==> src/rtl/arb_pkg.sv <==
// Shared types and constants for the SRAM port arbiter.
package arb_pkg;

    // Arbiter ownership states.
    typedef enum logic [1:0] {
        IDLE = 2'd0,
        OWN0 = 2'd1,
        OWN1 = 2'd2
    } arb_state_t;

    // Port indices, also the encoding of the last-granted port.
    localparam logic PORT_CPU = 1'b0;
    localparam logic PORT_LDR = 1'b1;

endpackage

==> src/rtl/arb_burst_counter.sv <==
// Saturating per-grant access counter; flags the access that uses up the burst.
module arb_burst_counter #(
    parameter int MAX_BURST = 4,
    localparam int BW = $clog2(MAX_BURST + 1)
) (
    input  logic          clk,
    input  logic          rst,
    input  logic          clr,
    input  logic          inc,
    output logic [BW-1:0] count,
    output logic          limit_reached
);

    localparam logic [BW-1:0] ONE = 1;

    // High when an access in this cycle would complete (or exceed) the burst.
    // Using >= rather than == keeps a saturated counter yielding at once
    // when a competitor shows up after a long uncontested run.
    assign limit_reached = (int'(count) + 1) >= MAX_BURST;

    // Clear on grant change, otherwise count accesses up to MAX_BURST.
    always_ff @(posedge clk or posedge rst) begin
        if (rst) begin
            count <= '0;
        end else if (clr) begin
            count <= '0;
        end else if (inc && (int'(count) < MAX_BURST)) begin
            count <= count + ONE;
        end
    end

endmodule

==> src/rtl/sram_port_arbiter.sv <==
// Round-robin, burst-limited arbiter sharing one single-port SRAM between
// the CPU memory path (port 0) and the loader/DMA engine (port 1).
// Handshake: a port's access happens in every cycle where its req and gnt
// are both high; addr/we/wdata are taken from that port in that cycle and
// a read returns rdata with a one-cycle rvalid pulse in the next cycle.
module sram_port_arbiter
    import arb_pkg::*;
#(
    parameter int word_size = 8,
    parameter int MAX_BURST = 4,
    localparam int BW = $clog2(MAX_BURST + 1)
) (
    input  logic                 clk,
    input  logic                 rst,
    input  logic                 req0,
    input  logic                 req1,
    input  logic                 we0,
    input  logic                 we1,
    input  logic [word_size-1:0] addr0,
    input  logic [word_size-1:0] addr1,
    input  logic [word_size-1:0] wdata0,
    input  logic [word_size-1:0] wdata1,
    output logic                 gnt0,
    output logic                 gnt1,
    output logic [word_size-1:0] rdata,
    output logic                 rvalid0,
    output logic                 rvalid1,
    output logic [word_size-1:0] mem_addr,
    output logic [word_size-1:0] mem_wdata,
    output logic                 mem_write,
    input  logic [word_size-1:0] mem_rdata,
    output logic [1:0]           state,
    output logic [BW-1:0]        bcnt
);

    arb_state_t state_q;
    arb_state_t state_d;
    logic       last;
    logic       access0;
    logic       access1;
    logic       limit_reached;
    logic       grant_change;

    assign gnt0         = (state_q == OWN0);
    assign gnt1         = (state_q == OWN1);
    assign state        = state_q;
    assign grant_change = (state_d != state_q);

    // An access is a granted port that is also requesting.
    always_comb begin
        access0 = gnt0 && req0;
        access1 = gnt1 && req1;
    end

    // SRAM mux: drive from the accessing port, all zero otherwise.
    always_comb begin
        mem_addr  = '0;
        mem_wdata = '0;
        mem_write = 1'b0;
        if (access0) begin
            mem_addr  = addr0;
            mem_wdata = wdata0;
            mem_write = we0;
        end else if (access1) begin
            mem_addr  = addr1;
            mem_wdata = wdata1;
            mem_write = we1;
        end
    end

    // Next grant: round-robin from IDLE, hand over on release or burst end.
    always_comb begin
        state_d = state_q;
        case (state_q)
            IDLE: begin
                if (req0 && req1)  state_d = (last == PORT_LDR) ? OWN0 : OWN1;
                else if (req0)     state_d = OWN0;
                else if (req1)     state_d = OWN1;
                else               state_d = IDLE;
            end
            OWN0: begin
                if (!req0)                      state_d = req1 ? OWN1 : IDLE;
                else if (req1 && limit_reached) state_d = OWN1;
                else                            state_d = OWN0;
            end
            OWN1: begin
                if (!req1)                      state_d = req0 ? OWN0 : IDLE;
                else if (req0 && limit_reached) state_d = OWN0;
                else                            state_d = OWN1;
            end
            default: state_d = IDLE;
        endcase
    end

    // Grant register and record of the most recently granted port.
    always_ff @(posedge clk or posedge rst) begin
        if (rst) begin
            state_q <= IDLE;
            last    <= PORT_LDR;
        end else begin
            state_q <= state_d;
            if (state_d == OWN0 && grant_change) last <= PORT_CPU;
            if (state_d == OWN1 && grant_change) last <= PORT_LDR;
        end
    end

    // Capture read data and raise the owning port's rvalid for one cycle.
    always_ff @(posedge clk or posedge rst) begin
        if (rst) begin
            rdata   <= '0;
            rvalid0 <= 1'b0;
            rvalid1 <= 1'b0;
        end else begin
            rvalid0 <= access0 && !we0;
            rvalid1 <= access1 && !we1;
            if ((access0 && !we0) || (access1 && !we1)) rdata <= mem_rdata;
        end
    end

    arb_burst_counter #(
        .MAX_BURST(MAX_BURST)
    ) u_burst (
        .clk          (clk),
        .rst          (rst),
        .clr          (grant_change),
        .inc          (access0 || access1),
        .count        (bcnt),
        .limit_reached(limit_reached)
    );

endmodule

==> config.mk <==
export PLATFORM = sky130hd
export DESIGN_NAME = sram_port_arbiter
export DESIGN_NICKNAME = d
export VERILOG_FILES = /design/src/rtl/arb_pkg.sv /design/src/rtl/arb_burst_counter.sv /design/src/rtl/sram_port_arbiter.sv
export SDC_FILE = /design/constraint.sdc
export NUM_CORES = 1
export LEC_CHECK = 0
export CORE_ASPECT_RATIO = 0.9
export CORE_MARGIN = 2
export CORE_UTILIZATION = 36
export DETAILED_ROUTE_END_ITERATION = 8
export GPL_TIMING_DRIVEN = 0
export PLACE_DENSITY = 0.95
export SLEW_MARGIN = 10
export SYNTH_ARGS = -nofsm -noshare
export SYNTH_HDL_FRONTEND = slang
export SYNTH_HIERARCHICAL = 1
export SYNTH_SLANG_ARGS = --single-unit
==> constraint.sdc <==
create_clock -name clk -period 4.3 [get_ports clk]
set_input_delay 0.43 -clock clk [delete_from_list [all_inputs] [get_ports clk]]
set_output_delay 0.43 -clock clk [all_outputs]
set_load 0.02 [all_outputs]
### Yosys cells after proc, flatten, opt, wreduce, memory -nomap -nowiden

Index checks and enable logic that the tools add are counted.

| word-level totals | value |
|---|---|
| output and inout bits | 34 |
| bits in registers | 16 |
| input bits | 46 |
| word-level logic and storage cells | 52 |

| cells by class | value |
|---|---|
| $lt $le $gt $ge | 2 |
| add/sub/neg operators | 2 |
| mux-type cells | 20 |
| reductions and logical operators | 17 |
| eq/ne operators | 5 |

Operators by type and width:

| operator | number |
|---|---|
| $ge 32x4->1 const B | 1 |
| $mux 8 | 4 |
| $mux 2 | 8 |
| $logic_and 1x1->1 | 10 |
| $mux 3 | 2 |
| $pmux 2 s3 | 1 |
| $mux 1 | 5 |
| $add 3x1->4 const B | 1 |
| $eq 2x1->1 const B | 2 |
| $eq 2x2->1 const B | 2 |
| $reduce_bool 2->1 | 2 |
| $add 3x1->3 const B | 1 |
| $lt 3x3->1 const B | 1 |
| $logic_not 1->1 | 2 |
| $logic_not 2->1 | 1 |
| $logic_or 1x1->1 | 2 |
| $ne 2x2->1 | 1 |

### Depth between registers and ports, before layout

| depth | value |
|---|---|
| word-level depth | 10 |
| gate-level depth with buffers | 8 |
| depth with buffers taken out | 8 |

### Modules after synthesis

Netlist, hierarchy kept.

Modules (own cells, without submodules):

| module | times used | cells each | area each (µm²) | seq. area each (µm²) |
|---|---|---|---|---|
| sram_port_arbiter | 1 | 79 | 875.8 | 326.6 |
| arb_burst_counter | 1 | 18 | 175.2 | 75.1 |

### Least setup slack after synthesis

OpenSTA, ideal clock, no wires.

| path | value |
|---|---|
| path kind | reg2reg |
| start point | register u_burst.count[0] |
| end point | register u_burst.count[0] |
| clock period less this slack | 2.218 ns |
| buffers on the path | 0 |
| library setup time | 0.125 ns |
| arrival time | 2.093 ns |
| slack | 2.082 ns |
| data required time | 4.175 ns |
| stages on the path, launching flop included | 9 |
| path through | dfrtp_1 -> ha_1 -> and2_1 -> a21oi_1 -> nand2_1 -> a31o_2 -> a21oi_1 -> nor2b_1 -> mux2_4 |

| between the ends | value |
|---|---|
| longest elaborated chain between the ends | 8 |
| elaborated cells on any way between the ends | 16 |
| those cells by class | add/sub: 2; order compare: 2; eq/ne: 1; mux: 7; reduce/logical: 4 |

RTL lines:

| element | line | source |
|---|---|---|
| from (decl) | arb_burst_counter.sv:10 | `output logic [BW-1:0] count,` |
| from (signal assigned) | arb_burst_counter.sv:28 | `count <= count + ONE;` |
| $add 3x1->4 * | arb_burst_counter.sv:19 | `assign limit_reached = (int'(count) + 1) >= MAX_BURST;` |
| $ge 32x4->1 * | arb_burst_counter.sv:19 |  |
| named net limit_reached | sram_port_arbiter.sv:41 | `logic limit_reached;` |
| $logic_and 1x1->1 (on tied branches) | sram_port_arbiter.sv:88, sram_port_arbiter.sv:83 |  |
| $mux 2 (on tied branches) | sram_port_arbiter.sv:88, sram_port_arbiter.sv:83 |  |
| $mux 2 (on tied branches) | sram_port_arbiter.sv:87, sram_port_arbiter.sv:82 |  |
| $pmux 2 s3 * | sram_port_arbiter.sv:74 | `case (state_q)` |
| $ne 2x2->1 * | sram_port_arbiter.sv:47 | `assign grant_change = (state_d != state_q);` |
| named net grant_change | sram_port_arbiter.sv:42 | `logic grant_change;` |
| $mux 3 or $reduce_bool 2->1 (tied branches) | -- |  |

Mark *: on every way through the listed nets, which the timed path passes. The rest lies on a longest branch. The select of a mux whose other input is x is not followed.
A chain may end at the register's enable or synchronous reset.

### Worst setup path in the final report

| path | value |
|---|---|
| start point | input req0 |
| end point | output mem_wdata[3] |

| between the ends | value |
|---|---|
| longest elaborated chain between the ends | 2 |

RTL lines:

| element | line | source |
|---|---|---|
| from (decl) | sram_port_arbiter.sv:15 | `input logic req0,` |
| $logic_and 1x1->1 | sram_port_arbiter.sv:51 | `access0 = gnt0 && req0;` |
| $mux 8 | sram_port_arbiter.sv:60 | `if (access0) begin` |
| to (decl) | sram_port_arbiter.sv:29 | `output logic [word_size-1:0] mem_wdata,` |

No other way between the ends.

==> flow_metrics.env <==
export IMPL_status="complete, no violations"
export IMPL_fin_nets=228
export IMPL_slew_headroom_pct=64.9
export IMPL_tightest_slew_ps=527
export IMPL_tns_ps=0
export IMPL_start_util_pct=37.9
export IMPL_seqPwrFrac_pct=32.6
export IMPL_portBuffers=79
export IMPL_setup_violations=0
export IMPL_antenna_found_initial=0
export IMPL_cts_tree="built"
export IMPL_holdBufCountCts=0
export IMPL_endpoint_kind="output pin"
export IMPL_drc_errors=0
export IMPL_yosys_area_top_type="dfrtp_1"
export IMPL_clk_pin_slew_ps=100
export IMPL_antenna_diode_count=0
export IMPL_ant_nets=0
export IMPL_cts_setup_buffers=0
export IMPL_async_flop_share_pct=100
export IMPL_final_util_pct=69.6
export IMPL_routedWlPerCell_um=15.8
export IMPL_place_hpwl_um=2830
export IMPL_grt_pass1_vias=1139
export IMPL_num_fill_cells=214
export IMPL_viasPerCell=5.11
export IMPL_vias=1124
export IMPL_netlist_instances=97
export IMPL_hold_class="in -> async"
export IMPL_p_clk_share_pct=15.1
export IMPL_worstPathRequired_ps=3870
export IMPL_dieArea_um2=3370
export IMPL_gr_usage_all_layers_pct=20.6
export IMPL_clk_path_buf_depth=2
export IMPL_critPathSlowestCell="clkdlybuf4s50_1"
export IMPL_ios=80
export IMPL_multi_input_area_um2=564
export IMPL_cts_resized=0
export IMPL_crit_arrival_ps=2440
export IMPL_stdcell_count=220
export IMPL_ff_latch_area_um2=402
export IMPL_synth_edf_count=0
export IMPL_drt_iter0_markers=9
export IMPL_swShare_pct=33.4
export IMPL_worst_slack_ps=1430
export IMPL_grt_pass1_wl_um=5350
export IMPL_cts_root_buf="clkbuf_4"
export IMPL_drt_wl_total_um=3470
export IMPL_synth_seq_cells=16
export IMPL_syn_nets=144
export IMPL_drv_slew=0
export IMPL_dp_cells=216
export IMPL_area_delta_synth_final_pct=83.5
export IMPL_firstDrtPassIters=4
export IMPL_cts_made_buffers=3
export IMPL_powerDensity_nw_per_um2=344
export IMPL_yosysMostFrequentCell="a22o_1"
export IMPL_coreArea_um2=2770
export IMPL_place_congestion=0.846
export IMPL_yosys_warnings=6
export IMPL_place_ws_ps=1430
export IMPL_fmax_mhz=348
export IMPL_chipHeight_um=55.3
export IMPL_ir_drop_v=0.000264
export IMPL_yosys_cell_types_count=29
export IMPL_synth_top_area_share_pct=35.7
export IMPL_cts_sinks=16
export IMPL_cts_htree_levels=1
export IMPL_pwr_share_comb_pct=52.3
export IMPL_finalClockSkew_ps=4.04
export IMPL_crit_type="in -> out"
export IMPL_max_stage_delay_ps=620
export IMPL_p_switching_uw=222
export IMPL_hold_viol=0
export IMPL_fp_row_count=18
export IMPL_post_route_period_util_pct=66.8
export IMPL_yosys_top_cells_count="a22o_1 (17), dfrtp_1 (15), mux2_4 (9)"
export IMPL_synthesis_area_um2=1050
export IMPL_path_cells="clkdlybuf4s50_1 -> and2_1 -> buf_2 -> buf_2 -> a22o_1 -> clkdlybuf4s50_1"
export IMPL_yosysSeqAreaShare_pct=38.2
export IMPL_die_w_um=61.0
export IMPL_grt_overflow=0
export IMPL_p_int_uw=442
export IMPL_min_period_ps=2870
export IMPL_ys_top_cells_by_area="dfrtp_1 (36%), a22o_1 (14%), mux2_4 (13%)"
export IMPL_cp_max_fo=10
export IMPL_p_leak_nw=0.846
export IMPL_grt_max_degree=14
export IMPL_critPathLaunchType="primary input"
export IMPL_clk_latency_ps=280
export IMPL_synthFlopType="dfrtp_1"
export IMPL_cap_violations=0
export IMPL_total_power_uw=663
export IMPL_drive_above_1_share_pct=14.4
export IMPL_avgSynthCellArea_um2=10.8
export IMPL_rsz0062_at_grt="false"
[metrics by stage]
stage	area [um2]	hold slack [ps]
global route	1930	393
detailed placement	1890	491
CTS	1930	343
global placement	1890	497
floorplan	1050	184
finish	1930	339
[sequential cells by signal, indices dropped and copies added (netlist names)]
register and flops:
rdata 8, u_burst/count 3, state 2, last 1
rvalid0 1, rvalid1 1
[final timing paths]
check                                  from          endpoint  slack [ps]  cells after the start
min in group clk                   rdata[5]          rdata[5]         530                      1
max in group asynchronous               rst              last        3430                      2
min                                     rst  u_burst/count[1]         340                      2
max reg2reg                u_burst/count[0]  u_burst/count[0]        1810                      8
max                                    req0      mem_wdata[3]        1430                      6
min reg2reg                        rdata[5]          rdata[5]         530                      1
[metal layers]
metal,up-vias,track usage [%],part of all wire [%]
li1,520,-,-
met1,530,21.8,35
met2,68,37.6,50
met3,6,6.56,12
met4,0,6.21,2.5
met5,-,0,0
[layout make-up]
cell class,count,area share (%)
clock buffers,4,1.88
repair buffers,79,41.0
multi-input cells,69,29.3
inverters,5,0.973
flip-flops and latches,16,20.8
plain buffers,7,3.44
well taps,40,2.60
[worst max-delay path: cells and delay by family]
kind            cells  cell delay [ps]
compound gates      1              200
buf+inv             4             1650
simple gates        1              160
[logic make-up after synthesis]
group / Yosys count / synth area share, %
DFF: 16 / 38.2
and+or+nand+nor: 27 / 16.2
muxes: 9 / 12.9
buffers and inverters: 12 / 8.10
adders and majority gates: 1 / 1.19
AOI/OAI and AO/OA: 32 / 23.5
[power by group through the flow]
stage               Clock, mW  Combinational [mW]  Sequential (mW)
floorplan                   0               0.138            0.257
global placement            0               0.338            0.216
detailed placement          0               0.348            0.216
CTS                    0.0995               0.349            0.216
global route            0.107               0.367            0.220
finish                 0.0999               0.347            0.216
[layout by cell type (no fill, tap or decap), drive strengths merged, types with 4 or more instances in the layout]
master / n
a22o: 17
buf: 7
nor2b: 5
mux2: 9
dfrtp: 15
o21ai: 4
clkbuf: 4
inv: 5
a21oi: 5
nor2: 7
clkdlybuf4s50: 79
Power figures use the tool's default switching activity.
